==> config.mk <==
export PLATFORM = sky130hd
export DESIGN_NAME = sb_param_ccff
export DESIGN_NICKNAME = d
export VERILOG_FILES = /design/src/rtl/sb_param_ccff.sv
export SDC_FILE = /design/constraint.sdc
export NUM_CORES = 1
export LEC_CHECK = 0
export CORE_MARGIN = 8
export CORE_UTILIZATION = 35
export DETAILED_ROUTE_END_ITERATION = 16
export PLACE_DENSITY = 0.72
export SLEW_MARGIN = 20
export SYNTH_ARGS = -nofsm -noshare
export SYNTH_HDL_FRONTEND = slang
export SYNTH_SLANG_ARGS = --single-unit
==> constraint.sdc <==
create_clock -name prog_clk -period 1.6 [get_ports prog_clk]
set_clock_uncertainty 0.1 [all_clocks]
set_input_delay 0.32 -clock prog_clk [delete_from_list [all_inputs] [get_ports prog_clk]]
set_output_delay 0.32 -clock prog_clk [all_outputs]
set_load 0.05 [all_outputs]
==> src/rtl/sb_param_ccff.sv <==
// sb_param_ccff: bottom-row switch block with staged, atomically committed ccff configuration
module sb_param_ccff #(
  parameter int CHAN_WIDTH = 3,
  parameter int NUM_PINS = 8
) (
  input  logic                  prog_clk,
  input  logic                  prog_reset,
  input  logic                  ccff_head,
  input  logic                  ccff_en,
  input  logic                  ccff_commit,
  input  logic [CHAN_WIDTH-1:0] chany_top_in,
  input  logic [CHAN_WIDTH-1:0] chanx_left_in,
  input  logic [NUM_PINS-1:0]   inpad,
  output logic [CHAN_WIDTH-1:0] chany_top_out,
  output logic [CHAN_WIDTH-1:0] chanx_left_out,
  output logic                  ccff_tail,
  output logic                  cfg_loaded,
  output logic                  cfg_overflow,
  output logic                  cfg_active
);
  localparam int SEL_W = $clog2(1 + (NUM_PINS + CHAN_WIDTH - 1) / CHAN_WIDTH);
  localparam int CHAIN_LEN = CHAN_WIDTH * SEL_W;
  localparam int CNT_W = $clog2(CHAIN_LEN + 1);
  localparam int EXT_W = CHAN_WIDTH * (1 << SEL_W);
  localparam logic [CNT_W-1:0] FULL = CNT_W'(CHAIN_LEN);
  logic [CHAIN_LEN-1:0] sr_q, sr_d, shadow_q, shadow_d;
  logic [CNT_W-1:0] count_q, count_d;
  logic active_q, active_d, overflow_q, overflow_d;
  logic [EXT_W-1:0] pin_ext;
  logic [SEL_W-1:0] code;
  logic [CHAN_WIDTH-1:0] left_mux;
  assign cfg_loaded = count_q == FULL;
  assign ccff_tail = sr_q[CHAIN_LEN-1];
  assign cfg_active = active_q;
  assign cfg_overflow = overflow_q;
  assign chany_top_out = chanx_left_in;
  assign chanx_left_out = active_q ? left_mux : '0;
  assign pin_ext = EXT_W'(inpad);
  // Shifting wins over commit; commit only lands on a complete, idle chain
  always_comb begin
    sr_d = sr_q;
    shadow_d = shadow_q;
    count_d = count_q;
    active_d = active_q;
    overflow_d = overflow_q;
    if (ccff_en) begin
      sr_d = {sr_q[CHAIN_LEN-2:0], ccff_head};
      count_d = cfg_loaded ? count_q : count_q + 1'b1;
      overflow_d = overflow_q | cfg_loaded;
    end else if (ccff_commit && cfg_loaded) begin
      shadow_d = sr_q;
      count_d = '0;
      overflow_d = 1'b0;
      active_d = 1'b1;
    end
  end
  // Configuration state; reset discards any partially shifted data
  always_ff @(posedge prog_clk) begin
    if (prog_reset) begin
      sr_q <= '0;
      shadow_q <= '0;
      count_q <= '0;
      active_q <= 1'b0;
      overflow_q <= 1'b0;
    end else begin
      sr_q <= sr_d;
      shadow_q <= shadow_d;
      count_q <= count_d;
      active_q <= active_d;
      overflow_q <= overflow_d;
    end
  end
  // Per-track left mux; zero-padded pins make out-of-range codes read 0
  always_comb begin
    left_mux = '0;
    code = '0;
    for (int t = 0; t < CHAN_WIDTH; t++) begin
      for (int b = 0; b < SEL_W; b++) code[SEL_W-1-b] = shadow_q[t*SEL_W+b];
      left_mux[t] = chany_top_in[t];
      for (int k = 1; k < (1 << SEL_W); k++)
        if (code == SEL_W'(k)) left_mux[t] = pin_ext[t+(k-1)*CHAN_WIDTH];
    end
  end
endmodule

==> run summary <==
The clock drives 17 sinks. The highest-delay cell along the critical path is sky130_fd_sc_hd__mux4_2. The cell row count was 17; the final global-route overflow total was 0.

Synthesis handed over a netlist of 80 instances. Of all nets on the critical path, the largest fanout is 2. The logs give 0.413 ns for the worst hold slack and 15 for the pin count of the biggest net entering global routing. The routed wire length came out at 1750 um. From synthesis to final layout, the design area changed by 46.9%.

The number of design-rule violations left by the first detailed-router iteration was 7; the count of max-cap constraint violations was 0. STA classifies the critical path startpoint as a register. The count of inserted antenna diode cells was 0; the hold violation count in the final report was 0. The post-route netlist has 30.2% of its cells at a drive strength greater than 1. The first global-routing pass estimated 3150 um of wire.

Post-detailed-route count of antenna-violating nets: 0. The count of input and output buffers works out to 22. The signal on the critical path passes through mux4_2 > and2_4 > buf_8.

The core region is 2170 um^2. The run finished, with violations left. Setup repair after global routing could not meet its margin everywhere.

STA classifies the critical path endpoint as an output port. For the total setup violations reported at the end of the flow, the log shows 3. TritonCTS built the clock tree. In the final timing run, aggregate negative setup slack is -0.509 ns. The net count of the finished layout is 128.

The worst min-delay path class was register to register. In this run, post-CTS hold repair placed 0 buffers. The number of H-tree levels was 1. The setup path with the least slack is of type register to output port. The synthesized design spends more area on one cell type than any other, namely sky130_fd_sc_hd__dfxtp_1. The net count after synthesis was 101; the global routing usage summed across all routing layers was 9.10%.

The initial utilization of the core area, before any placement, comes to 36.4%. The clock-pin slew on the worst setup and hold paths came out at 0.09 ns. The highest attainable clock frequency was 0.539 GHz; the sequential fraction of the synthesis area was 43.1%. Library cell used as clock root buffer: sky130_fd_sc_hd__clkbuf_4. The largest single stage delay on the critical path is 0.49 ns.

After synthesis the cells add up to 790 um^2. The placer's final routability congestion estimate was 0.751; the required arrival time at the worst endpoint was 1.18 ns. The data arrival time of the critical path is 1.43 ns, and the slew at the pin with the worst max-slew slack is 0.272 ns. Detailed routing inserted a total of 645 vias. The area of the die was 4030 um^2; the detailed-route vias per instance was 4.81. The mean post-synth cell area was 9.87 um^2.

After synthesis, the largest area contributor takes up 43.1% of total cell area. Pin placement for this block handled 29 I/O pins. The clock reaches the later pin of the worst-skew pair after 0.28 ns.

For this design the static power due to leakage is 0.536 nW. Measured along the y axis, the die boundary spans 63.5 um. The tools report the final number of max-transition violations as 0.

The area used by sequential logic in the layout was 347 um^2. Dividing total power by cell area gives a power density of 653 nW/um^2. OpenSTA, run right after detailed placement, puts the worst setup slack at -0.344 ns.

In the final routed layout, each cell accounts on average for 13.1 um. The footprint of the multi-input gates is 418 um^2, and the count of warnings emitted by yosys is 0. The number of storage elements in the synthesis netlist was 17.

For this run, the detailed router's first-pass iteration total came to 3. The floorplan step set the die width to 63.5 um. Detailed placement ended at an HPWL of 1350 um. Post-route clock period utilization: 116%. The number of antenna violations at the first check in global routing was 0; the largest vdd supply drop was 0.469 mV. The final setup slack of the worst path was -0.255 ns; the time the final worst path needs with I/O delays and setup was 1.85 ns. By area the synthesized netlist is led by sky130_fd_sc_hd__dfxtp_1, sky130_fd_sc_hd__mux2i_1, sky130_fd_sc_hd__nor2_1. Measured against its own limit, the worst slew margin works out to 81.9%. The count of fill cells added during filler insertion is 203, and the total clock buffers created by CTS is 3.

No sink is reached through more buffers than the 2 on the longest clock path. The total DRC errors in the routed layout is 0, and the count of unique library cells instantiated by Yosys is 22. The checks that failed: setup timing.

The via count of the first global-routing pass is 702.
==> area by class of cell <==
type,count,area share (%)
Clock buffer,4,2.27
Tap cell,28,3.02
Timing Repair Buffer,29,27.5
Multi-Input combinational cell,52,36.0
Inverter,4,1.29
Sequential cell,17,29.9
==> worst paths after layout <==
kind                                   from                 to  slack, ns  cells after the start
worst max-delay path            shadow_q[1]  chanx_left_out[0]      -0.25                      3
worst min register to register  shadow_q[0]        shadow_q[0]       0.41                      2
worst min-delay path            shadow_q[0]        shadow_q[0]       0.41                      2
worst max register to register   count_q[0]        shadow_q[2]       0.20                      7
==> report_power, final <==
| group | leakage [nW] | internal, W | switching, W |
|---|---|---|---|
| registers | 0.140 | 0.000431 | 0.00000796 |
| clock network | 0.0150 | 0.0000967 | 0.000127 |
| logic | 0.381 | 0.0000554 | 0.0000386 |
| total | 0.536 | 0.000584 | 0.000174 |
==> worst max-delay path: cells and delay by family, from the launching register on <==
family	cells	cell delay, ns
flip-flops	1	0.35
buffers and inverters	1	0.14
AND/OR/NAND/NOR	1	0.17
multiplexers	1	0.49
==> layer usage <==
layer	vias up	GRT usage, %	part of all wire (%)
met1	298	10.2	44
met4	0	2.23	0.51
li1	326	-	-
met3	2	4.24	5.8
met5	-	0	0
met2	19	15.2	49
==> cells in the mapped netlist (all sizes together) <==
cell type / n
dfxtp: 17
nor2: 15
mux2i: 13
buf: 6
a21oi: 4
inv: 4
and2: 2
ha: 2
mux4: 2
nand2: 2
nand3: 2
nand3b: 2
nand4b: 2
a22oi: 1
and3: 1
clkbuf: 1
nor3: 1
nor4: 1
o211ai: 1
o21a: 1
==> registers in the layout, indices dropped and copies added, names as in the netlist <==
register,flops
sr_q,6
shadow_q,6
cfg_overflow,1
count_q,3
cfg_active,1
==> placed cells by master (no fill, tap or decap) <==
cell type / Yosys / final
sky130_fd_sc_hd__a21oi_1: 4 / 4
sky130_fd_sc_hd__a22oi_1: 1 / 1
sky130_fd_sc_hd__and2_4: 0 / 2
sky130_fd_sc_hd__and3_1: 1 / 1
sky130_fd_sc_hd__buf_12: 0 / 5
sky130_fd_sc_hd__buf_4: 5 / 7
sky130_fd_sc_hd__buf_8: 0 / 2
sky130_fd_sc_hd__clkbuf_1: 1 / 1
sky130_fd_sc_hd__clkbuf_4: 0 / 3
sky130_fd_sc_hd__clkdlybuf4s50_1: 0 / 4
sky130_fd_sc_hd__dfxtp_1: 17 / 12
sky130_fd_sc_hd__dfxtp_2: 0 / 5
sky130_fd_sc_hd__dlygate4sd2_1: 0 / 11
sky130_fd_sc_hd__ha_1: 2 / 1
sky130_fd_sc_hd__ha_4: 0 / 1
sky130_fd_sc_hd__inv_1: 4 / 2
sky130_fd_sc_hd__inv_2: 0 / 2
sky130_fd_sc_hd__mux2i_1: 13 / 13
sky130_fd_sc_hd__mux4_2: 2 / 2
sky130_fd_sc_hd__nand2_1: 1 / 1
sky130_fd_sc_hd__nand2_4: 0 / 1
sky130_fd_sc_hd__nand3_1: 2 / 2
sky130_fd_sc_hd__nand3b_1: 2 / 2
sky130_fd_sc_hd__nand4b_1: 2 / 2
sky130_fd_sc_hd__nor2_1: 15 / 14
sky130_fd_sc_hd__nor2_4: 0 / 1
sky130_fd_sc_hd__nor3_1: 1 / 1
sky130_fd_sc_hd__nor4_2: 1 / 1
sky130_fd_sc_hd__o211ai_1: 1 / 1
sky130_fd_sc_hd__o21a_1: 1 / 1
==> kinds of logic after synthesis <==
| logic type | after synthesis | synth area share, % |
|---|---|---|
| compound gates | 7 | 5.39 |
| fa+ha+maj | 2 | 3.17 |
| buf+inv | 11 | 7.76 |
| flops | 17 | 43.1 |
| mux | 15 | 22.2 |
| simple gates | 28 | 18.4 |
==> per-stage QoR <==
stage | power [W] | utilization, % | instances | cell area [um^2]
2_1_floorplan | 0.000509 | - | 80 | 797
3_3_place_gp | 0.000536 | 49.8 | 127 | 1080
3_5_place_dp | 0.000540 | 49.8 | 127 | 1080
4_1_cts | 0.000759 | 52.8 | 134 | 1140
5_1_grt | 0.000797 | 53.5 | 134 | 1160
6_report | 0.000758 | 53.5 | 134 | 1160
==> what timing repair did <==
item / 4_1_cts / 5_1_grt
buffers inserted: 3 / 0
pin swaps: 3 / 2
setup endpoints to repair: 4 / 4
resized for setup: 24 / 3
Power figures use the tool's default switching activity.
==> variant: new RTL, config.mk and constraints unchanged <==
`NUM_PINS`: 8 -> 4.
--- a/src/rtl/sb_param_ccff.sv
+++ b/src/rtl/sb_param_ccff.sv
@@ -1,7 +1,7 @@
 // sb_param_ccff: bottom-row switch block with staged, atomically committed ccff configuration
 module sb_param_ccff #(
   parameter int CHAN_WIDTH = 3,
-  parameter int NUM_PINS = 8
+  parameter int NUM_PINS = 4
 ) (
   input  logic                  prog_clk,
   input  logic                  prog_reset,
Interface: changed (resized inpad); port bits go from 29 to 25. No check against the original RTL was run, so the function may have changed too.
==> variant against the unedited design <==
- the run still ends with setup timing left
- critical path type unchanged
- final area shrank 1.3%
- synthesized area shrank 2.4%
- critical path depth grew 1
- wire length shrank 5.4%
- utilization shrank 0.17 points
- non-clock buffer count shrank 4
- power grew 0.50%
- sequential cell count is the same
- setup slack gained 0.23 ns
==> variant: results (changes against the unedited design) <==
[outcome]
status=complete, but fails checks
violations=setup timing

[placed_design]
post_dp_cell_area_um2=1070  ; -1.3%
placed_cells=122  ; -3.9%
place_ws_ns=-0.134  ; +0.210 ns

[synthesis]
yosys-top-cells-area=dfxtp_1 (44%), mux2i_1 (19%), nor2_1 (7.3%)
ys_types=21  ; -4.5%
synth_common_cells=dfxtp_1 (17), mux2i_1 (15), nor2_1 (15)
synth_compound_area_share_pct=5.52  ; +0.13 points

[pwr]
p_sw_uw=180  ; +3.5%
power.leakage_uw=0.000503  ; -6.1%

[final_layout]
area_growth_pct=48.5
finalNonFillerCells=130  ; -3.0%
drive_gt1_share_pct=30.4  ; +0.20 points
n_fill_cell=204  ; +0.49%

[route]
routed.top_layer=met3
wl_met3_um=118  ; +16%
drt-met1-wl_um=703  ; -9.3%
vias=624  ; -3.3%
wl_met2_um=835  ; -3.2%
drt_iter0_drc=16  ; +9

[global_routing]
use_met1_pct=9.88  ; -0.29 points
grt_pass1_wl_um=2950  ; -6.1%

[setup_path]
worstPathMaxFanout=3  ; +1
rrSetupSlack_ns=0.17  ; -0.03 ns
crit_path_top_delay_cell=dfxtp_2
slowest_delay_ns=0.34  ; -0.15 ns
cp-startpoint=shadow_q[0]
cp.arrival_ns=1.21  ; -0.22 ns

[timing]
finalSetupTns_ns=-0.0514  ; +0.457 ns
setup_violations=3  ; unchanged
layout_setup_ws_ns=-0.0261  ; +0.229 ns
hold_ws_ns=0.414  ; +0.000634 ns

[clocking]
cts_setup_buffers=0  ; -3

==> variant: cell types whose count changed in the layout (fill, tap and decap cells not counted), sizes merged <==
| cell | before | now |
|---|---|---|
| and2 | 2 | 0 |
| clkbuf | 4 | 3 |
| clkdlybuf4s50 | 4 | 8 |
| clkinv | 0 | 1 |
| dlygate4sd2 | 11 | 3 |
| mux2i | 13 | 15 |
| mux4 | 2 | 0 |
| nor3 | 1 | 3 |
==> variant: final cells by class <==
| class | count | area share (%) |
|---|---|---|
| tap | 28 | 3.06 |
| clock buffer | 3 | 1.97 |
| clock inverter | 1 | 0.437 |
| sequential | 17 | 30.2 |
| multi-input combinational | 52 | 35.6 |
| inverter | 4 | 1.53 |
| timing repair buffer | 25 | 27.2 |
==> variant: power groups by stage <==
stage | Sequential, uW | Combinational (uW) | Clock [uW]
floorplan | 446 | 64.8 | 0
global placement | 447 | 84.6 | 0
detailed placement | 447 | 86.1 | 0
CTS | 440 | 89.4 | 235
global route | 441 | 106 | 258
finish | 440 | 94.4 | 227
